==> src/rtl/onehot_sel_find.sv <==
// One-hot AND-OR data selector plus lowest-set-bit finder, with optional
// registered copies of both results for pipelined consumers.
module onehot_sel_find #(
    parameter int SEL_WIDTH  = 4,
    parameter int DATA_WIDTH = 8,
    parameter int FIND_WIDTH = 4,
    localparam int IDX_WIDTH = (FIND_WIDTH > 1) ? $clog2(FIND_WIDTH) : 1
) (
    input  logic                  clk,
    input  logic                  rst,
    input  logic [SEL_WIDTH-1:0]  sel_in,
    input  logic [DATA_WIDTH-1:0] data_in [0:SEL_WIDTH-1],
    output logic [DATA_WIDTH-1:0] data_out,
    input  logic [FIND_WIDTH-1:0] find_in,
    output logic [IDX_WIDTH-1:0]  find_index,
    output logic                  find_valid,
    input  logic                  en,
    output logic [DATA_WIDTH-1:0] data_out_r,
    output logic [IDX_WIDTH-1:0]  find_index_r,
    output logic                  find_valid_r
);

    logic [SEL_WIDTH-1:0][DATA_WIDTH-1:0] w_term;
    logic [DATA_WIDTH-1:0]                w_data;
    logic [IDX_WIDTH-1:0]                 w_idx;
    logic                                 w_vld;

    // Multi-hot selects are legal: overlapping terms simply OR together.
    for (genvar k = 0; k < SEL_WIDTH; k++) begin : g_term
        assign w_term[k] = {DATA_WIDTH{sel_in[k]}} & data_in[k];
    end

    always_comb begin
        w_data = '0;
        for (int k = 0; k < SEL_WIDTH; k++) begin
            w_data = w_data | w_term[k];
        end
    end

    // Scan from the top down so the lowest set bit wins last.
    always_comb begin
        w_idx = '0;
        for (int k = FIND_WIDTH - 1; k >= 0; k--) begin
            if (find_in[k]) begin
                w_idx = IDX_WIDTH'(k);
            end
        end
    end

    assign w_vld      = |find_in;
    assign data_out   = w_data;
    assign find_index = w_idx;
    assign find_valid = w_vld;

    logic [DATA_WIDTH-1:0] r_data;
    logic [IDX_WIDTH-1:0]  r_idx;
    logic                  r_vld;

    always_ff @(posedge clk) begin
        if (rst) begin
            r_data <= '0;
            r_idx  <= '0;
            r_vld  <= 1'b0;
        end else if (en) begin
            r_data <= w_data;
            r_idx  <= w_idx;
            r_vld  <= w_vld;
        end
    end

    assign data_out_r   = r_data;
    assign find_index_r = r_idx;
    assign find_valid_r = r_vld;

endmodule

==> config.mk <==
export PLATFORM = sky130hd
export DESIGN_NAME = onehot_sel_find
export DESIGN_NICKNAME = d
export VERILOG_FILES = /design/src/rtl/onehot_sel_find.sv
export SDC_FILE = /design/constraint.sdc
export NUM_CORES = 1
export LEC_CHECK = 0
export ABC_CLOCK_PERIOD_IN_PS = 2000
export BUFFER_PORTS_ARGS = -buffer_cell sky130_fd_sc_hd__buf_2
export CELL_PAD_IN_SITES_DETAIL_PLACEMENT = 0
export CELL_PAD_IN_SITES_GLOBAL_PLACEMENT = 2
export CORE_UTILIZATION = 19
export CTS_CLUSTER_DIAMETER = 40
export DETAILED_ROUTE_END_ITERATION = 8
export PLACE_DENSITY = 0.94
export SETUP_SLACK_MARGIN = 0.3
export SLEW_MARGIN = 0
export SYNTH_ARGS = -nofsm -noshare
export SYNTH_HDL_FRONTEND = slang
export SYNTH_SLANG_ARGS = --single-unit
==> constraint.sdc <==
create_clock -name clk -period 2 [get_ports clk]
set_input_delay 0.3 -clock clk [delete_from_list [all_inputs] [get_ports clk]]
set_output_delay 0.3 -clock clk [all_outputs]
set_load 0.005 [all_outputs]
Word-level counts from Yosys, hierarchy flattened:

Cells that the tools add are included.

* add/subtract/negate cells: 0
* multipliers: 0
* divide/modulo/power cells: 0
* order comparisons: 0
* equality and inequality tests: 0
* shift-type cells: 0
* multiplexer cells: 4
* bitwise operators: 7
* reduce and logical (&&, ||, !) cells: 1

Operators by type and width (count)
* AND 8 bit: 4
* bitwise OR 8 bit: 3
* 2-to-1 mux 2 bit: 4
* OR reduction 4 bit: 1

* flip-flop bits (word level): 11
* latch bits: 0
* memory bits (writable): 0
* memory bits (read-only): 0
* input bits: 43
* output and inout bits: 22
* memories: 0

Logic depth before layout (Yosys ltp):

Gate-level depths: netlist (run 1).

* depth after elaboration: 4
* gate-level depth with buffers: 4
* depth with buffers taken out: 3

Worst setup path before layout (run 1):

No wires, ideal clock.

* path type: input -> output
* start point: in sel_in[3]
* end point: out data_out[6]
* arrival: 0.685 ns
* required time: 1.700 ns
* setup slack: 1.015 ns
* stages on the path: 3
* buffers on the path: 1
* path through: buf_4 -> a22oi_2 -> nand2_1

* longest elaborated chain between the ends: 2

Ends and longest elaborated chain
* start, declared: line 11 `input logic [SEL_WIDTH-1:0] sel_in,`
* AND 8 bit: line 30 `assign w_term[k] = {DATA_WIDTH{sel_in[k]}} & data_in[k];`
* bitwise OR 8 bit: line 36 `w_data = w_data | w_term[k];`
* end, declared: line 13 `output logic [DATA_WIDTH-1:0] data_out,`

No other way between the ends.

Final worst setup path (run 1):

* start point: in sel_in[2]
* end point: out data_out[4]

* longest elaborated chain between the ends: 3

Ends and longest elaborated chain (line)
* AND 8 bit: 30
* bitwise OR 8 bit (2 in a row): 36

No other way between the ends.

==> results of run 1 <==
## critical path, delay by kind of cell
family                 cells  cell delay [ns]
buffers and inverters      2             0.30
AOI/OAI and AO/OA          1             0.23
and+or+nand+nor            1             0.08
## synthesized netlist by cell type
cell      instances
a21oi_1           2
buf_6             3
nand3_1           1
a311oi_1          9
inv_1             2
buf_1             1
nand2_1          10
buf_2             1
nor3_1            1
a22oi_2          16
o41ai_2           1
dfxtp_1          11
inv_4             1
buf_4             2
nand3b_1          1
nor2_1           12
## cells by family (layout without fill, tap and decap cells)
group / Yosys count / count (layout) / share of synthesized area
AOI/OAI and AO/OA: 28 / 28 / 0.438
DFF: 11 / 11 / 0.316
buffers and inverters: 10 / 71 / 0.102
and+or+nand+nor: 25 / 25 / 0.144
## worst max-delay path by stage
stage                     startpoint          end  slack [ns]
after floorplan            sel_in[3]  data_out[6]        1.01
after global routing       sel_in[2]  data_out[2]        0.75
after global placement     sel_in[2]  data_out[2]        0.80
after CTS                  sel_in[2]  data_out[6]        0.79
final                      sel_in[2]  data_out[4]        0.79
after detailed placement   sel_in[2]  data_out[6]        0.79
## registers in the layout, indices dropped and copies added (netlist names)
| register | count |
|---|---|
| data_out_r | 8 |
| find_index_r | 2 |
| find_valid_r | 1 |
## power breakdown
part | internal, mW | total, mW | switching, mW
clock | 0.0739 | 0.149 | 0.0748
sequential | 0.235 | 0.243 | 0.00801
combinational | 0.0872 | 0.178 | 0.0904
## per-layer routing
metal  track usage  wire (um)  up-vias
met5             0          0        -
met4        0.0262         12        0
met3        0.0493        233        2
met2         0.177        943       54
met1         0.161       1040      340
li1              -          -      400
## metrics by stage
stage	hold WS (ns)	worst slack, ns	utilization	power, mW	area, um2
floorplan	0.400	1.01	-	0.340	697
global route	0.275	0.750	0.306	0.613	1040
CTS	0.271	0.790	0.306	0.582	1040
finish	0.282	0.791	0.306	0.570	1040
detailed placement	0.473	0.791	0.298	0.428	1020
global placement	0.456	0.798	0.298	0.426	1020
## layout make-up
cell class	count	area, um2
multi-input combinational	53	405
clock buffer	3	22.5
clock inverter	1	5.00
tap	46	57.6
sequential	11	220
inverter	3	13.8
timing repair buffer	64	320
fill	377	2370
==> results.tsv, run 1 <==
stage	metric	value	unit
critical_path	regToRegStartpoint	data_out_r[0]	
cts	post_cts_buffers	0	
synth	synthDistinctLibCells	16	
synth	yosysTopAreaCellShare	0.316	
cells_and_area	final_common_cell	buf_2	
synth	synthCells	74	
hold_path	holdPathEnd	find_index_r[0]	
critical_path	cp_cell_sequence	buf_2, a22oi_2, nand2_1, buf_2	
floorplanning	core_area	3420	um2
critical_path	slowest_stage	a22oi_2	
synth	post_synth.cell_area_avg	9.42	um2
cts	clock-sinks	11	
placement	dp_hpwl	1880	um
drt	drtIter0Drc	21	
hold_path	hold_path.class	input port to flop	
floorplanning	ios	65	
drt	drc	0	
cts	cts.reportedPaths.clkPinSlew	0.07	ns
critical_path	reg2reg_depth	2	
flow_run	max-cap-violations	0	
drt	via_count	796	
critical_path	start_kind	input port	
power_and_ir_drop	power.density	545	nW/um2
power_and_ir_drop	cellLeakagePower	0.495	nW
global_route	gr-total-overflow	0	
cts	clock_path_buffers	2	
timing	setup_viol	0	
cells_and_area	fin_nets	179	
timing	drv_slew	0	
synth	yosysWarnings	0	
global_route	gr-usage-all-layers	0.120	
global_route	grt_pass1_vias	767	
floorplanning	num_rows	21	
cts	insertion_delay	0.26	ns
critical_path	arrival	0.91	ns
cts	root_buffer	clkbuf_4	
drt	wl	2230	um
power_and_ir_drop	ir_drop	0.165	mV
synth	ys_ff_latch	11	
global_route	antenna_found_initial	0	
global_route	grt_start_max_net_pins	21	
synth	synthesis.nets	117	
timing	max_freq	0.827	GHz
cells_and_area	drive_gt1_frac	0.637	
timing	final_hold_viol_count	0	
synth	seq_area_frac_synth	0.316	
cells_and_area	antenna_cells	0	
timing	fin_tns_setup	0	ns
drt	vias_per_cell	4.40	
cts	htree_levels	1	
floorplanning	die_w	62.6	um
cells_and_area	area_growth	49.9	%
floorplanning	die_h	62.6	um
cts	cts_buffers	3	
cells_and_area	layoutNonFillerInstCount	181	
critical_path	worstReg2RegEnd	data_out_r[0]	
cts	cts.repair.resized	0	
hold_path	holdPathStages	2	
drt	final_antenna_net_count	0	
cells_and_area	layout_common_cells	64 x buf_2, 16 x a22oi_2, 12 x nor2_1	
placement	placed_cells	177	
critical_path	required	1.70	ns
critical_path	reg2reg_slack	1.27	ns
synth	syn_area	697	um2
cts	cts_hold_buffers	0	
placement	routabilityCongestion	0.687	
floorplanning	die-area	3910	um2
critical_path	critPathMaxStageDelay	0.23	ns
outcome	status	finished, final reports clean	
synth	synthTopCellsByArea	dfxtp_1 32%, a22oi_2 29%, a311oi_1 11%	
timing	max_slew_margin	0.745	
timing	rsz0062_at_grt	false	
timing	period_needed	1.21	ns
critical_path	worstSetupPathType	input port to output port	
critical_path	endpoint_kind	output port	
timing	fin_crit_sh	0.604	
floorplanning	start_util	0.204	
synth	synth_area_leader_cell	dfxtp_1	
placement	portBuffers	64	
critical_path	critPathMaxFanout	8	
drt	firstDrtPassIters	4	
timing	tightest_slew	0.383	ns
cts	cts_tree	yes	
drt	routedWlPerCell	12.3	um
critical_path	cp_common_cell	buf_2	
timing	clock_skew	0	ns
global_route	grt_pass1_wl	3640	um
hold_path	min_from	find_in[0]	
(Power assumes the default switching activity.)
==> run 2, diff against run 1 <==
--- a/config.mk
+++ b/config.mk
@@ -5,14 +5,14 @@
 export SDC_FILE = /design/constraint.sdc
 export NUM_CORES = 1
 export LEC_CHECK = 0
-export ABC_CLOCK_PERIOD_IN_PS = 2000
+export ABC_CLOCK_PERIOD_IN_PS = 950
 export BUFFER_PORTS_ARGS = -buffer_cell sky130_fd_sc_hd__buf_2
 export CELL_PAD_IN_SITES_DETAIL_PLACEMENT = 0
 export CELL_PAD_IN_SITES_GLOBAL_PLACEMENT = 2
-export CORE_UTILIZATION = 19
+export CORE_UTILIZATION = 16
 export CTS_CLUSTER_DIAMETER = 40
 export DETAILED_ROUTE_END_ITERATION = 8
-export PLACE_DENSITY = 0.94
+export PLACE_DENSITY = 0.86
 export SETUP_SLACK_MARGIN = 0.3
 export SLEW_MARGIN = 0
 export SYNTH_ARGS = -nofsm -noshare
==> constraint.sdc (replaced) <==
create_clock -name clk -period 0.95 [get_ports clk]
set_input_delay 0.1425 -clock clk [delete_from_list [all_inputs] [get_ports clk]]
set_output_delay 0.1425 -clock clk [all_outputs]
set_load 0.005 [all_outputs]
==> results.tsv, run 2 (synthesis results as in run 1) <==
stage	metric	value	unit
cells_and_area	final_common_cell	buf_2	
global_route	grt_start_max_net_pins	21	
timing	max_slew_margin	0.811	
critical_path	cp.buffers_inverters	1	
critical_path	critPathMaxFanout	2	
timing	final_hold_viol_count	0	
drt	via_count	844	
placement	placed_cells	182	
cells_and_area	antenna_cells	0	
floorplanning	ios	65	
timing	worst_slack	0.135	ns
global_route	gr-total-overflow	0	
critical_path	endpoint_kind	output port	
cells_and_area	fin_nets	186	
global_route	antenna_found_initial	0	
drt	routedWlPerCell	14.0	um
global_route	grt_pass1_vias	849	
power_and_ir_drop	switchingPower	0.418	mW
floorplanning	num_rows	23	
drt	vias_per_cell	4.40	
cts	cts_tree	yes	
placement	routabilityCongestion	0.607	
cts	cts.reportedPaths.clkPinSlew	0.06	ns
critical_path	required	0.81	ns
cells_and_area	layout_common_cells	53 x buf_2, 16 x a22oi_2, 11 x dfxtp_2	
power_and_ir_drop	pwr-share-clk	0.325	
power_and_ir_drop	cell_internal_pwr	1.07	mW
outcome	status	finished, final reports clean	
timing	fin_tns_setup	0	ns
drt	drtIter0Drc	42	
cells_and_area	largest_reg_flops	8	
global_route	use_met2	0.194	
power_and_ir_drop	switching_share	0.281	
power_and_ir_drop	power.density	1150	nW/um2
cts	insertion_delay	0.24	ns
global_route	gr-usage-met3	0.0200	
timing	tightest_slew	0.283	ns
hold_path	holdPathStages	2	
cells_and_area	area_growth	86.5	%
cts	root_buffer	clkbuf_8	
placement	portBuffers	64	
drt	final_antenna_net_count	0	
placement	dp_hpwl	2030	um
cells_and_area	layoutNonFillerInstCount	192	
global_route	use_met1	0.149	
global_route	grt_busiest_layer	met2	
cells_and_area	drive_gt1_frac	0.768	
timing	max_freq	1.23	GHz
floorplanning	die_h	68	um
flow_run	max-cap-violations	0	
critical_path	cp_top_family	flip-flops	
hold_path	hold_path.class	input port to flop	
timing	setup_viol	0	
drt	drc	0	
floorplanning	die_w	68	um
cts	clock_path_buffers	2	
placement	post-place-ws	0.00992	ns
critical_path	slowest_stage	dfxtp_2	
cts	htree_levels	1	
critical_path	start_kind	flop	
critical_path	arrival	0.67	ns
drt	wl	2690	um
critical_path	cp_cell_sequence	buf_6	
timing	rsz0062_at_grt	true	
timing	holdWs	0.104	ns
critical_path	reg2reg_depth	3	
timing	period_needed	0.815	ns
critical_path	worst-path-stages	1	
global_route	gr-usage-all-layers	0.117	
timing	drv_slew	0	
power_and_ir_drop	ir_drop	0.406	mV
floorplanning	die-area	4620	um2
cts	cts_hold_buffers	0	
global_route	grt_pass1_wl	4010	um
floorplanning	core_area	4090	um2
floorplanning	start_util	0.171	
timing	clock_skew	0	ns
timing	fin_crit_sh	0.858	
critical_path	worstSetupPathType	flop to output port	
cts	clock-sinks	11	
power_and_ir_drop	cellLeakagePower	0.583	nW
drt	firstDrtPassIters	4	
cts	cts_buffers	3	
power_and_ir_drop	seqPwrFrac	0.350	
critical_path	critPathMaxStageDelay	0.33	ns
power_and_ir_drop	pwr-share-comb	0.325	
[run 2: cell count changes in the layout (fill, tap and decap cells not counted), moves of 5 or more]
cell,previous run,this run
buf_2,64,53
dfxtp_1,11,0
dfxtp_2,0,11
buf_4,0,5
buf_6,0,5
[run 2: final cells by class]
| cell class | count | area [um2] |
|---|---|---|
| clock buffers | 4 | 45.0 |
| repair buffers | 71 | 499 |
| fillers | 450 | 2790 |
| well taps | 50 | 62.6 |
| flip-flops and latches | 11 | 234 |
| inverters | 3 | 13.8 |
| multi-input cells | 53 | 445 |
[run 2: per-layer routing]
layer / wire (um) / vias up
met5: 0 / -
li1: - / 421
met1: 1110 / 383
met3: 184 / 4
met2: 1340 / 36
met4: 51 / 0
[run 2: metrics by stage]
step	instance area [um2]	utilization	total power, mW
6_report	1300	0.318	1.49
5_1_grt	1300	0.318	1.59
3_3_place_gp	1050	0.257	0.907
2_1_floorplan	731	-	0.731
4_1_cts	1250	0.306	1.49
3_5_place_dp	1050	0.257	0.916
[run 2: final timing paths]
| check | from | to | slack, ns |
|---|---|---|---|
| worst min register to register | find_valid_r | find_valid_r | 0.47 |
| worst max register to register | data_out_r[7] | data_out_r[7] | 0.20 |
| worst max-delay path | find_index_r[0] | find_index_r[0] | 0.14 |
| worst min-delay path | find_in[0] | find_index_r[0] | 0.10 |
[run 2: repair_timing]
action,4_1_cts,5_1_grt
gates resized for setup,35,8
setup endpoints to repair,31,31
pin swaps,19,10
setup buffers,5,1
[run 2: power groups by stage]
stage / registers, mW / logic [mW] / clock network (mW)
CTS: 0.520 / 0.462 / 0.509
floorplan: 0.531 / 0.201 / 0
global placement: 0.526 / 0.381 / 0
global route: 0.525 / 0.526 / 0.537
finish: 0.521 / 0.484 / 0.484
detailed placement: 0.526 / 0.390 / 0
==> run 3, diff against run 2 <==
--- a/config.mk
+++ b/config.mk
@@ -6,13 +6,13 @@
 export NUM_CORES = 1
 export LEC_CHECK = 0
 export ABC_CLOCK_PERIOD_IN_PS = 950
-export BUFFER_PORTS_ARGS = -buffer_cell sky130_fd_sc_hd__buf_2
 export CELL_PAD_IN_SITES_DETAIL_PLACEMENT = 0
 export CELL_PAD_IN_SITES_GLOBAL_PLACEMENT = 2
-export CORE_UTILIZATION = 16
+export CORE_UTILIZATION = 26
 export CTS_CLUSTER_DIAMETER = 40
 export DETAILED_ROUTE_END_ITERATION = 8
-export PLACE_DENSITY = 0.86
+export DONT_BUFFER_PORTS = 1
+export PLACE_DENSITY = 0.82
 export SETUP_SLACK_MARGIN = 0.3
 export SLEW_MARGIN = 0
 export SYNTH_ARGS = -nofsm -noshare
==> results.tsv, run 3 (synthesis results as in run 1) <==
stage	metric	value	unit
power_and_ir_drop	cellLeakagePower	0.238	nW
hold_path	holdPathStages	1	
timing	holdWs	-0.0788	ns
cts	clock_path_buffers	2	
floorplanning	die_h	53.8	um
timing	tightest_slew	0.240	ns
timing	period_needed	0.760	ns
cts	cts_buffers	3	
critical_path	arrival	0.62	ns
critical_path	required	0.81	ns
drt	via_count	573	
cts	root_buffer	clkbuf_4	
global_route	antenna_found_initial	0	
drt	firstDrtPassIters	2	
floorplanning	core_area	2500	um2
critical_path	cp-startpoint	data_out_r[0]	
placement	portBuffers	0	
floorplanning	die_w	53.8	um
cells_and_area	layout_common_cells	16 x a22oi_2, 11 x nor2_1, 11 x dfxtp_2	
cells_and_area	regArea	234	um2
global_route	grt_start_max_net_pins	21	
placement	dp_hpwl	1490	um
timing	max_freq	1.32	GHz
cts	clock-sinks	11	
global_route	gr-total-overflow	0	
floorplanning	die-area	2890	um2
critical_path	regToRegStartpoint	data_out_r[7]	
timing	final_hold_viol_count	11	
cells_and_area	utilization	0.292	
global_route	gr-usage-all-layers	0.137	
floorplanning	ios	65	
floorplanning	num_rows	18	
power_and_ir_drop	ir_drop	0.473	mV
cts	cts_tree	yes	
timing	setup_viol	0	
hold_path	holdPathEnd	find_index_r[1]	
cells_and_area	layoutNonFillerInstCount	101	
drt	routedWlPerCell	19.0	um
placement	placed_area	686	um2
timing	rsz0062_at_grt	true	
cells_and_area	fin_nets	115	
placement	placed_cells	97	
timing	fin_tns_setup	0	ns
drt	final_antenna_net_count	0	
cts	insertion_delay	0.27	ns
critical_path	reg2reg_depth	2	
hold_path	hold_path.class	input port to flop	
drt	drtIter0Drc	2	
placement	routabilityCongestion	0.644	
cells_and_area	final_common_cell	a22oi_2	
critical_path	critPathMaxFanout	2	
cells_and_area	antenna_cells	0	
power_and_ir_drop	power.density	1380	nW/um2
global_route	grt_pass1_vias	489	
cells_and_area	stdcell_area	729	um2
timing	fin_crit_sh	0.800	
cts	cts.reportedPaths.clkPinSlew	0.08	ns
critical_path	worstReg2RegEnd	data_out_r[7]	
timing	clock_skew	0	ns
cells_and_area	nFillCells	278	
outcome	violations	hold timing	
critical_path	worstSetupPathType	flop to output port	
cells_and_area	area_growth	4.67	%
cells_and_area	largest_reg_flops	8	
cts	htree_levels	1	
drt	wl	1920	um
cells_and_area	drive_gt1_frac	0.493	
drt	vias_per_cell	5.67	
flow_run	max-cap-violations	0	
timing	max_slew_margin	0.839	
outcome	status	finished, violations left	
drt	drc	0	
cells_and_area	multiInputGateArea	418	um2
critical_path	reg2reg_slack	0.27	ns
cts	post_cts_buffers	0	
critical_path	endpoint_kind	output port	
timing	drv_slew	0	
floorplanning	start_util	0.279	
hold_path	min_from	rst	
critical_path	start_kind	flop	
global_route	grt_pass1_wl	2680	um
## run 3: what timing repair did
item,CTS,global route
cloned,0,0
setup endpoints to repair,20,21
pin swaps,11,1
resized for setup,4,3
hold endpoints to repair,11,11
## run 3: final cells by class
class                           instances  share of cell area
Clock buffer                            4              0.0360
Tap cell                               30              0.0515
Inverter                                3              0.0189
Multi-Input combinational cell         53               0.573
Sequential cell                        11               0.321
## run 3: per-layer routing
metal  GRT usage  part of all wire  vias to the layer above
met1       0.163              0.42                      270
met4      0.0789            0.0099                        0
met2       0.212              0.48                       25
met3      0.0452             0.090                        2
li1            -                 -                      276
met5           0                 0                        -
## run 3: metrics by stage
step | total power [mW] | hold slack [ns] | setup WS (ns)
global placement | 0.683 | 0.210 | 0.254
detailed placement | 0.687 | 0.211 | 0.240
finish | 1.01 | -0.0788 | 0.190
CTS | 1.03 | -0.0942 | 0.173
floorplan | 0.731 | 0.245 | 0.289
global route | 1.08 | -0.0962 | 0.156
## run 3: where the power goes
part           internal (mW)  leakage [nW]  switching (mW)  total, mW
combinational         0.0848         0.129          0.0667      0.152
clock                  0.162        0.0150           0.166      0.329
sequential             0.503        0.0945          0.0260      0.529
## run 3: how the worst max path moves through the flow
stage,endpoint,slack (ns),depth (start not counted)
3_3_place_gp,data_out_r[0],0.25,2
5_1_grt,data_out_r[6],0.16,0
4_1_cts,data_out_r[0],0.17,0
3_5_place_dp,data_out_r[5],0.24,2
2_1_floorplan,data_out_r[6],0.29,3
6_report,data_out_r[0],0.19,0
